--- src/rtl/axi4lite_slave_regs.sv ---
// axi4lite_slave_regs
//   AXI4-Lite responder holding NUM_REGS registers of DATA_WIDTH bits each.
//   AW and W may arrive together or in either order. The B and R responses
//   are held until accepted. Out-of-range addresses return SLVERR.
//
// Ports
//   clk, rst                     : clock, synchronous active-high reset
//   awaddr/awvalid/awready       : write address channel (word index)
//   wdata/wstrb/wvalid/wready    : write data channel with byte strobes
//   bresp/bvalid/bready          : write response channel
//   araddr/arvalid/arready       : read address channel (word index)
//   rdata/rresp/rvalid/rready    : read data channel
//   regs_flat                    : all registers, reg i at [i*DATA_WIDTH +: DATA_WIDTH]
module axi4lite_slave_regs #(
  parameter int ADDR_WIDTH = 2,
  parameter int DATA_WIDTH = 8,
  parameter int NUM_REGS   = 4
) (
  input  logic                           clk,
  input  logic                           rst,
  input  logic [ADDR_WIDTH-1:0]          awaddr,
  input  logic                           awvalid,
  output logic                           awready,
  input  logic [DATA_WIDTH-1:0]          wdata,
  input  logic [DATA_WIDTH/8-1:0]        wstrb,
  input  logic                           wvalid,
  output logic                           wready,
  output logic [1:0]                     bresp,
  output logic                           bvalid,
  input  logic                           bready,
  input  logic [ADDR_WIDTH-1:0]          araddr,
  input  logic                           arvalid,
  output logic                           arready,
  output logic [DATA_WIDTH-1:0]          rdata,
  output logic [1:0]                     rresp,
  output logic                           rvalid,
  input  logic                           rready,
  output logic [NUM_REGS*DATA_WIDTH-1:0] regs_flat
);

  localparam int STRB_W = DATA_WIDTH / 8;

  typedef enum logic [1:0] {W_IDLE, W_COLLECT, W_RESP} wstate_t;
  typedef enum logic {R_IDLE, R_RESP} rstate_t;

  wstate_t w_state, w_next;
  rstate_t r_state, r_next;

  logic [DATA_WIDTH-1:0] regs [NUM_REGS];

  // Half of a split write that has already handshaked
  logic                  have_aw, have_w;
  logic [ADDR_WIDTH-1:0] aw_lat;
  logic [DATA_WIDTH-1:0] w_data_lat;
  logic [STRB_W-1:0]     w_strb_lat;

  logic                  aw_hs, w_hs, ar_hs;
  logic                  commit;
  logic [ADDR_WIDTH-1:0] c_addr;
  logic [DATA_WIDTH-1:0] c_data;
  logic [STRB_W-1:0]     c_strb;
  logic [DATA_WIDTH-1:0] rd_val;

  function automatic logic addr_ok(input logic [ADDR_WIDTH-1:0] a);
    return 32'(a) < 32'(NUM_REGS);
  endfunction

  assign aw_hs = awvalid && awready;
  assign w_hs  = wvalid && wready;
  assign ar_hs = arvalid && arready;

  // Commit uses whichever half was latched earlier, the other half live
  assign c_addr = have_aw ? aw_lat : awaddr;
  assign c_data = have_w ? w_data_lat : wdata;
  assign c_strb = have_w ? w_strb_lat : wstrb;

  // Write FSM: next state, readys, bvalid and the commit strobe
  always_comb begin
    w_next  = w_state;
    awready = 1'b0;
    wready  = 1'b0;
    bvalid  = 1'b0;
    commit  = 1'b0;
    case (w_state)
      W_IDLE: begin
        awready = 1'b1;
        wready  = 1'b1;
        if (awvalid && wvalid) begin
          commit = 1'b1;
          w_next = W_RESP;
        end else if (awvalid || wvalid) begin
          w_next = W_COLLECT;
        end
      end
      W_COLLECT: begin
        awready = !have_aw;
        wready  = !have_w;
        if ((!have_aw && awvalid) || (!have_w && wvalid)) begin
          commit = 1'b1;
          w_next = W_RESP;
        end
      end
      W_RESP: begin
        bvalid = 1'b1;
        if (bready) w_next = W_IDLE;
      end
      default: w_next = W_IDLE;
    endcase
  end

  always_ff @(posedge clk) begin
    if (rst) begin
      w_state <= W_IDLE;
      have_aw <= 1'b0;
      have_w  <= 1'b0;
      bresp   <= 2'b00;
    end else begin
      w_state <= w_next;
      if (commit) begin
        have_aw <= 1'b0;
        have_w  <= 1'b0;
        bresp   <= addr_ok(c_addr) ? 2'b00 : 2'b10;
      end else begin
        if (aw_hs) have_aw <= 1'b1;
        if (w_hs)  have_w  <= 1'b1;
      end
    end
  end

  always_ff @(posedge clk) begin
    if (aw_hs) aw_lat <= awaddr;
    if (w_hs) begin
      w_data_lat <= wdata;
      w_strb_lat <= wstrb;
    end
  end

  // Register file: byte-lane writes on commit to an in-range address
  always_ff @(posedge clk) begin
    if (rst) begin
      for (int i = 0; i < NUM_REGS; i++) regs[i] <= '0;
    end else if (commit && addr_ok(c_addr)) begin
      for (int i = 0; i < NUM_REGS; i++) begin
        if (c_addr == ADDR_WIDTH'(i)) begin
          for (int k = 0; k < STRB_W; k++) begin
            if (c_strb[k]) regs[i][k*8 +: 8] <= c_data[k*8 +: 8];
          end
        end
      end
    end
  end

  // Read mux on pre-edge register values, so a same-edge write is not seen
  always_comb begin
    rd_val = '0;
    for (int i = 0; i < NUM_REGS; i++) begin
      if (araddr == ADDR_WIDTH'(i)) rd_val = regs[i];
    end
  end

  always_comb begin
    r_next = r_state;
    case (r_state)
      R_IDLE:  if (arvalid) r_next = R_RESP;
      R_RESP:  if (rready)  r_next = R_IDLE;
      default: r_next = R_IDLE;
    endcase
  end

  assign arready = (r_state == R_IDLE);
  assign rvalid  = (r_state == R_RESP);

  always_ff @(posedge clk) begin
    if (rst) begin
      r_state <= R_IDLE;
      rdata   <= '0;
      rresp   <= 2'b00;
    end else begin
      r_state <= r_next;
      if (ar_hs) begin
        rdata <= addr_ok(araddr) ? rd_val : '0;
        rresp <= addr_ok(araddr) ? 2'b00 : 2'b10;
      end
    end
  end

  for (genvar g = 0; g < NUM_REGS; g++) begin : g_flat
    assign regs_flat[g*DATA_WIDTH +: DATA_WIDTH] = regs[g];
  end

endmodule

--- config.mk ---
export PLATFORM = sky130hd
export DESIGN_NAME = axi4lite_slave_regs
export DESIGN_NICKNAME = d
export VERILOG_FILES = /design/src/rtl/axi4lite_slave_regs.sv
export SDC_FILE = /design/constraint.sdc
export NUM_CORES = 1
export LEC_CHECK = 0
export ABC_AREA = 1
export BUFFER_PORTS_ARGS = -buffer_cell sky130_fd_sc_hd__clkbuf_2
export CAP_MARGIN = 0
export CORE_AREA = 3 3 80 82
export DETAILED_ROUTE_END_ITERATION = 12
export DIE_AREA = 0 0 83 85
export PLACE_DENSITY = 0.76
export SLEW_MARGIN = 15
export SYNTH_ARGS = -nofsm -noshare
export SYNTH_HDL_FRONTEND = slang
export SYNTH_SLANG_ARGS = --single-unit
--- constraint.sdc ---
create_clock -name clk -period 1.7 [get_ports clk]
set_clock_uncertainty 0.15 [all_clocks]
set_input_delay 0.085 -clock clk [delete_from_list [all_inputs] [get_ports clk]]
set_output_delay 0.085 -clock clk [all_outputs]
set_load 0.05 [all_outputs]
# Yosys cells after proc, flatten, opt, wreduce, memory -nomap -nowiden
# Memory sizes are Yosys's and may differ from the RTL's.
# Index checks and enable logic that the tools add are counted.
# word_totals
output_inout_bits,49
mem_bits_rw,32
reg_bits,24
inputBits,20
n_memories,1
# classes
n_eq_ne,11
n_mux,44
n_reduce_logical,15
n_bitwise,5
# mem_list
memory,depth,width,read_ports,rd_clocked_by_memory_dff,write_ports,line_no,rtl
regs,4,8,4,0,4,49,logic [DATA_WIDTH-1:0] regs [NUM_REGS];
# ops
op,n
two-way mux 8 bit,9
two-way mux 1 bit,25
"equality test 2 bit, second input constant",5
two-way mux 2 bit,5
case mux 1 bit (2 select lines),4
"equality test 2 x 1 -> 1 bit, second input constant",3
logical AND 1 bit,6
zero test 2 bit,3
case mux 2 bit (3 select lines),1
"inequality test 2 bit, second input constant",2
OR 1 bit,4
"inequality test 3 bit, second input constant",1
AND reduction 3 bit,1
zero test 1 bit,2
logical OR 1 bit,2
OR reduction 2 bit,1
inverter 1 bit,1

# Depth between registers and ports, before layout
# depth
word_depth,9
ltp_mapped,7

# Worst setup path after synthesis
# No wires, ideal clock.
# synth_timing
kind,register to register
startpoint,register have_w
endpoint,"register w_data_lat[0], enable pin"
arrival_time_ps,1705
setup_slack_ps,-485
path_stages_with_launch,5
required_ps,1220
setup_time_ps,330
path_cell_list,dfxtp_1 > buf_6 > a21oi_1 > nand2_1 > inv_1
# synth_between
elab_chain_cells,3
# synth_rtl
item,line_no,rtl
"start, declared",52,"logic have_aw, have_w;"
"start signal, assigned",115,have_w <= 1'b0;
"start signal, assigned",121,have_w <= 1'b0;
"start signal, assigned",125,if (w_hs) have_w <= 1'b1;
zero test 1 bit,97,wready = !have_w;
case mux 1 bit (2 select lines),84,case (w_state)
net wready,27,"output logic wready,"
logical AND 1 bit,69,assign w_hs = wvalid && wready;
net w_hs,57,"logic aw_hs, w_hs, ar_hs;"
"end signal, assigned",133,w_data_lat <= wdata;
"end, declared",54,logic [DATA_WIDTH-1:0] w_data_lat;
# The timed path passes the listed nets, and every way through them passes these cells.
# A chain may end at the register's enable or synchronous reset.

==> out/metrics.cfg <==
[outcome]
status=completed

[worst_setup_path]
cp-start-kind=flop
path_max_fanout=8
critical_path_required_ns=1.61
worstSetupEndpointType=flop
cp.arrival_ns=1.50
r2r_slack_ns=0.11
reg2reg_from=have_aw
crit_type=flop to flop
reg2regPathDepth=8
r2r-end=regs[3][5]

[clocking]
cts_buffers=5
clk_pin_slew_worst_paths_ns=0.10
h-tree-depth=2
post-cts-setup-buffers=0
cts.path.max_buffers=2
clock_sinks=56
cts_root_buffer=clkbuf_8
cts_tree=yes
clk_latency_ns=0.32

[sta]
timing.final.crit_share_pct=93.8
fin_ws_ns=0.106
final-setup-viol-count=0
final-hold-violation-count=0
rsz0062_at_grt=no
fmax_mhz=627
min_period_ns=1.59
relSlewSlack_pct=65.0
slew_viol_final=0
tightest_slew_ns=0.523

[synthesis]
ys.flop_type=edfxtp_1
synth_mux_area_share_pct=3.13
ys_async_sr_fraction_pct=0
netlist_area_um2=2560
ys_seq_area_share_pct=60.6
synthSimpleGateAreaFrac_pct=27.2
yosysWarnings=0
synth_fa_ha_area_share_pct=0
syn_inst=263
syn_avg_cell_area_um2=9.73
synth_edf_count=43
ys_ff_latch=56
synth-compound-area-share_pct=3.81
synth_xor_area_share_pct=0
synth_top_family_by_area=simple AND/OR/NAND/NOR gates
yosys.cell_types.count=26

[final_layout]
area_delta_synth_final_pct=30.1
antennaDiodeCount=0
drive_gt1_share_pct=32.2
final_core_util_pct=57.3
layout.nets=379
final_cell_count_no_fill=435
layout_common_cells=nand2_1, clkbuf_2, nor2_1
final_cell_area_um2=3330

[placement]
place_congestion=0.817
dp.cells=411
dpl_worst_slack_ns=0.0311
hpwl_um=4480
place_area_um2=3070
port_buffers=64

[routing]
post-route-drc-count=0
wl_per_cell_um=12.9
vias_per_cell=4.74
vias=2064
firstDrtPassIters=4
drt_wl_total_um=5630
drt_iter0_markers=159
postRouteAntennaNets=0

[global_route]
grt_max_degree=19
grt_use_total_pct=16.8
grt_pass1_vias=1967
grt_overflow=0
grt_pass1_wl_um=9430
grt_antenna_before_repair=0

[power_and_ir_drop]
intPower_w=0.00217
powerDensity_nw_per_um2=1010
switching_power_w=0.00118
comb_power_share_pct=28.0
p_seq_share_pct=50.0
worst_ir_drop_vdd_v=0.000449
p_sw_share_pct=35.3
p_leak_nw=1.51
clkPwrFrac_pct=22.1

[min_path]
hold_depth=6
worstHoldStart=arvalid
hold-path-endpoint=rdata[5]
hp-class=input port to flop

[floorplanning]
io_pins=69
dieArea_um2=7060
die_h_um=85
die_width_um=83
start_util_pct=44.0
num_rows=28
coreArea_um2=5820

[run]
timing.max_cap.violations=0

area by class of cell:
| cell class | instances | area (um2) |
|---|---|---|
| flip-flops and latches | 56 | 1550 |
| fillers | 520 | 2480 |
| well taps | 75 | 93.8 |
| clock buffers | 5 | 68.8 |
| multi-input cells | 182 | 910 |
| clock inverters | 3 | 21.3 |
| inverters | 21 | 80.1 |
| repair buffers | 93 | 603 |
repair_timing:
item / 4_1_cts / 5_1_grt
endpoints found under the hold margin: 15 / 0
endpoints found under the setup margin: 0 / 49
hold buffers: 16 / 0
resized for setup: 0 / 6
how the worst max path moves through the flow:
stage,start,endpoint,cells past startpoint
finish,have_aw,regs[3][5],8
global route,have_aw,regs[3][1],8
CTS,have_aw,regs[0][0],7
detailed placement,have_aw,regs[0][7],7
global placement,w_state[1],regs[1][7],5
floorplan,have_w,w_data_lat[0],4
layer usage:
layer	up-vias	global-route usage [%]	part of all wire, %
met5	-	0	0
met4	0	6.69	1.7
met3	9	3.50	6.1
met2	70	28.8	49
met1	938	20.9	43
li1	1047	-	-
power groups by stage:
stage                     Sequential [W]  Clock [W]  Combinational [W]
after floorplan                  0.00192          0           0.000430
after global placement           0.00170          0           0.000890
after detailed placement         0.00170          0           0.000907
after CTS                        0.00167   0.000755           0.000939
after global routing             0.00169   0.000821            0.00101
final                            0.00167   0.000739           0.000936
sequential cells by signal, indices dropped and copies added, names as in the netlist:
signal	count
w_strb_lat	1
w_state	2
regs	32
rvalid	1
rdata	8
w_data_lat	8
aw_lat	2
have_w	1
have_aw	1
critical path: stages (launching register included):
cell	delay (ns)
dfxtp_2	0.41
inv_2	0.09
nand2_2	0.07
nand2_2	0.06
nand2_2	0.09
nand2_4	0.10
buf_4	0.17
nand3_4	0.11
nor2_1	0.07
logic make-up (layout without fill, tap and decap cells):
logic type	Yosys count	in the layout
and+or+nand+nor	152	152
buffers and inverters	28	122
DFF	56	56
AOI/OAI and AO/OA	18	18
other	1	4
muxes	8	8
through the flow:
step	total power, W	hold WS [ns]	setup TNS, ns
after detailed placement	0.00261	0.137	0
after global placement	0.00259	0.137	0
after floorplan	0.00235	0.00441	-1.15
after global routing	0.00352	0.0567	0
final	0.00335	0.0110	0
after CTS	0.00337	0.00734	0
synth_stat cells, types with 3 or more instances:
cell type / number / area, um2
nand2_1: 68 / 255
nor2_1: 52 / 195
edfxtp_1: 43 / 1290
inv_1: 18 / 67.6
nand3_1: 14 / 70.1
dfxtp_1: 13 / 260
o21ai_0: 10 / 50.1
mux2i_1: 8 / 80.1
nor2_2: 6 / 37.5
a21oi_1: 5 / 25.0
buf_4: 4 / 30.0
nand3_4: 4 / 70.1
nand2_2: 3 / 18.8
Note: power is estimated with default switching activity, not from simulation.
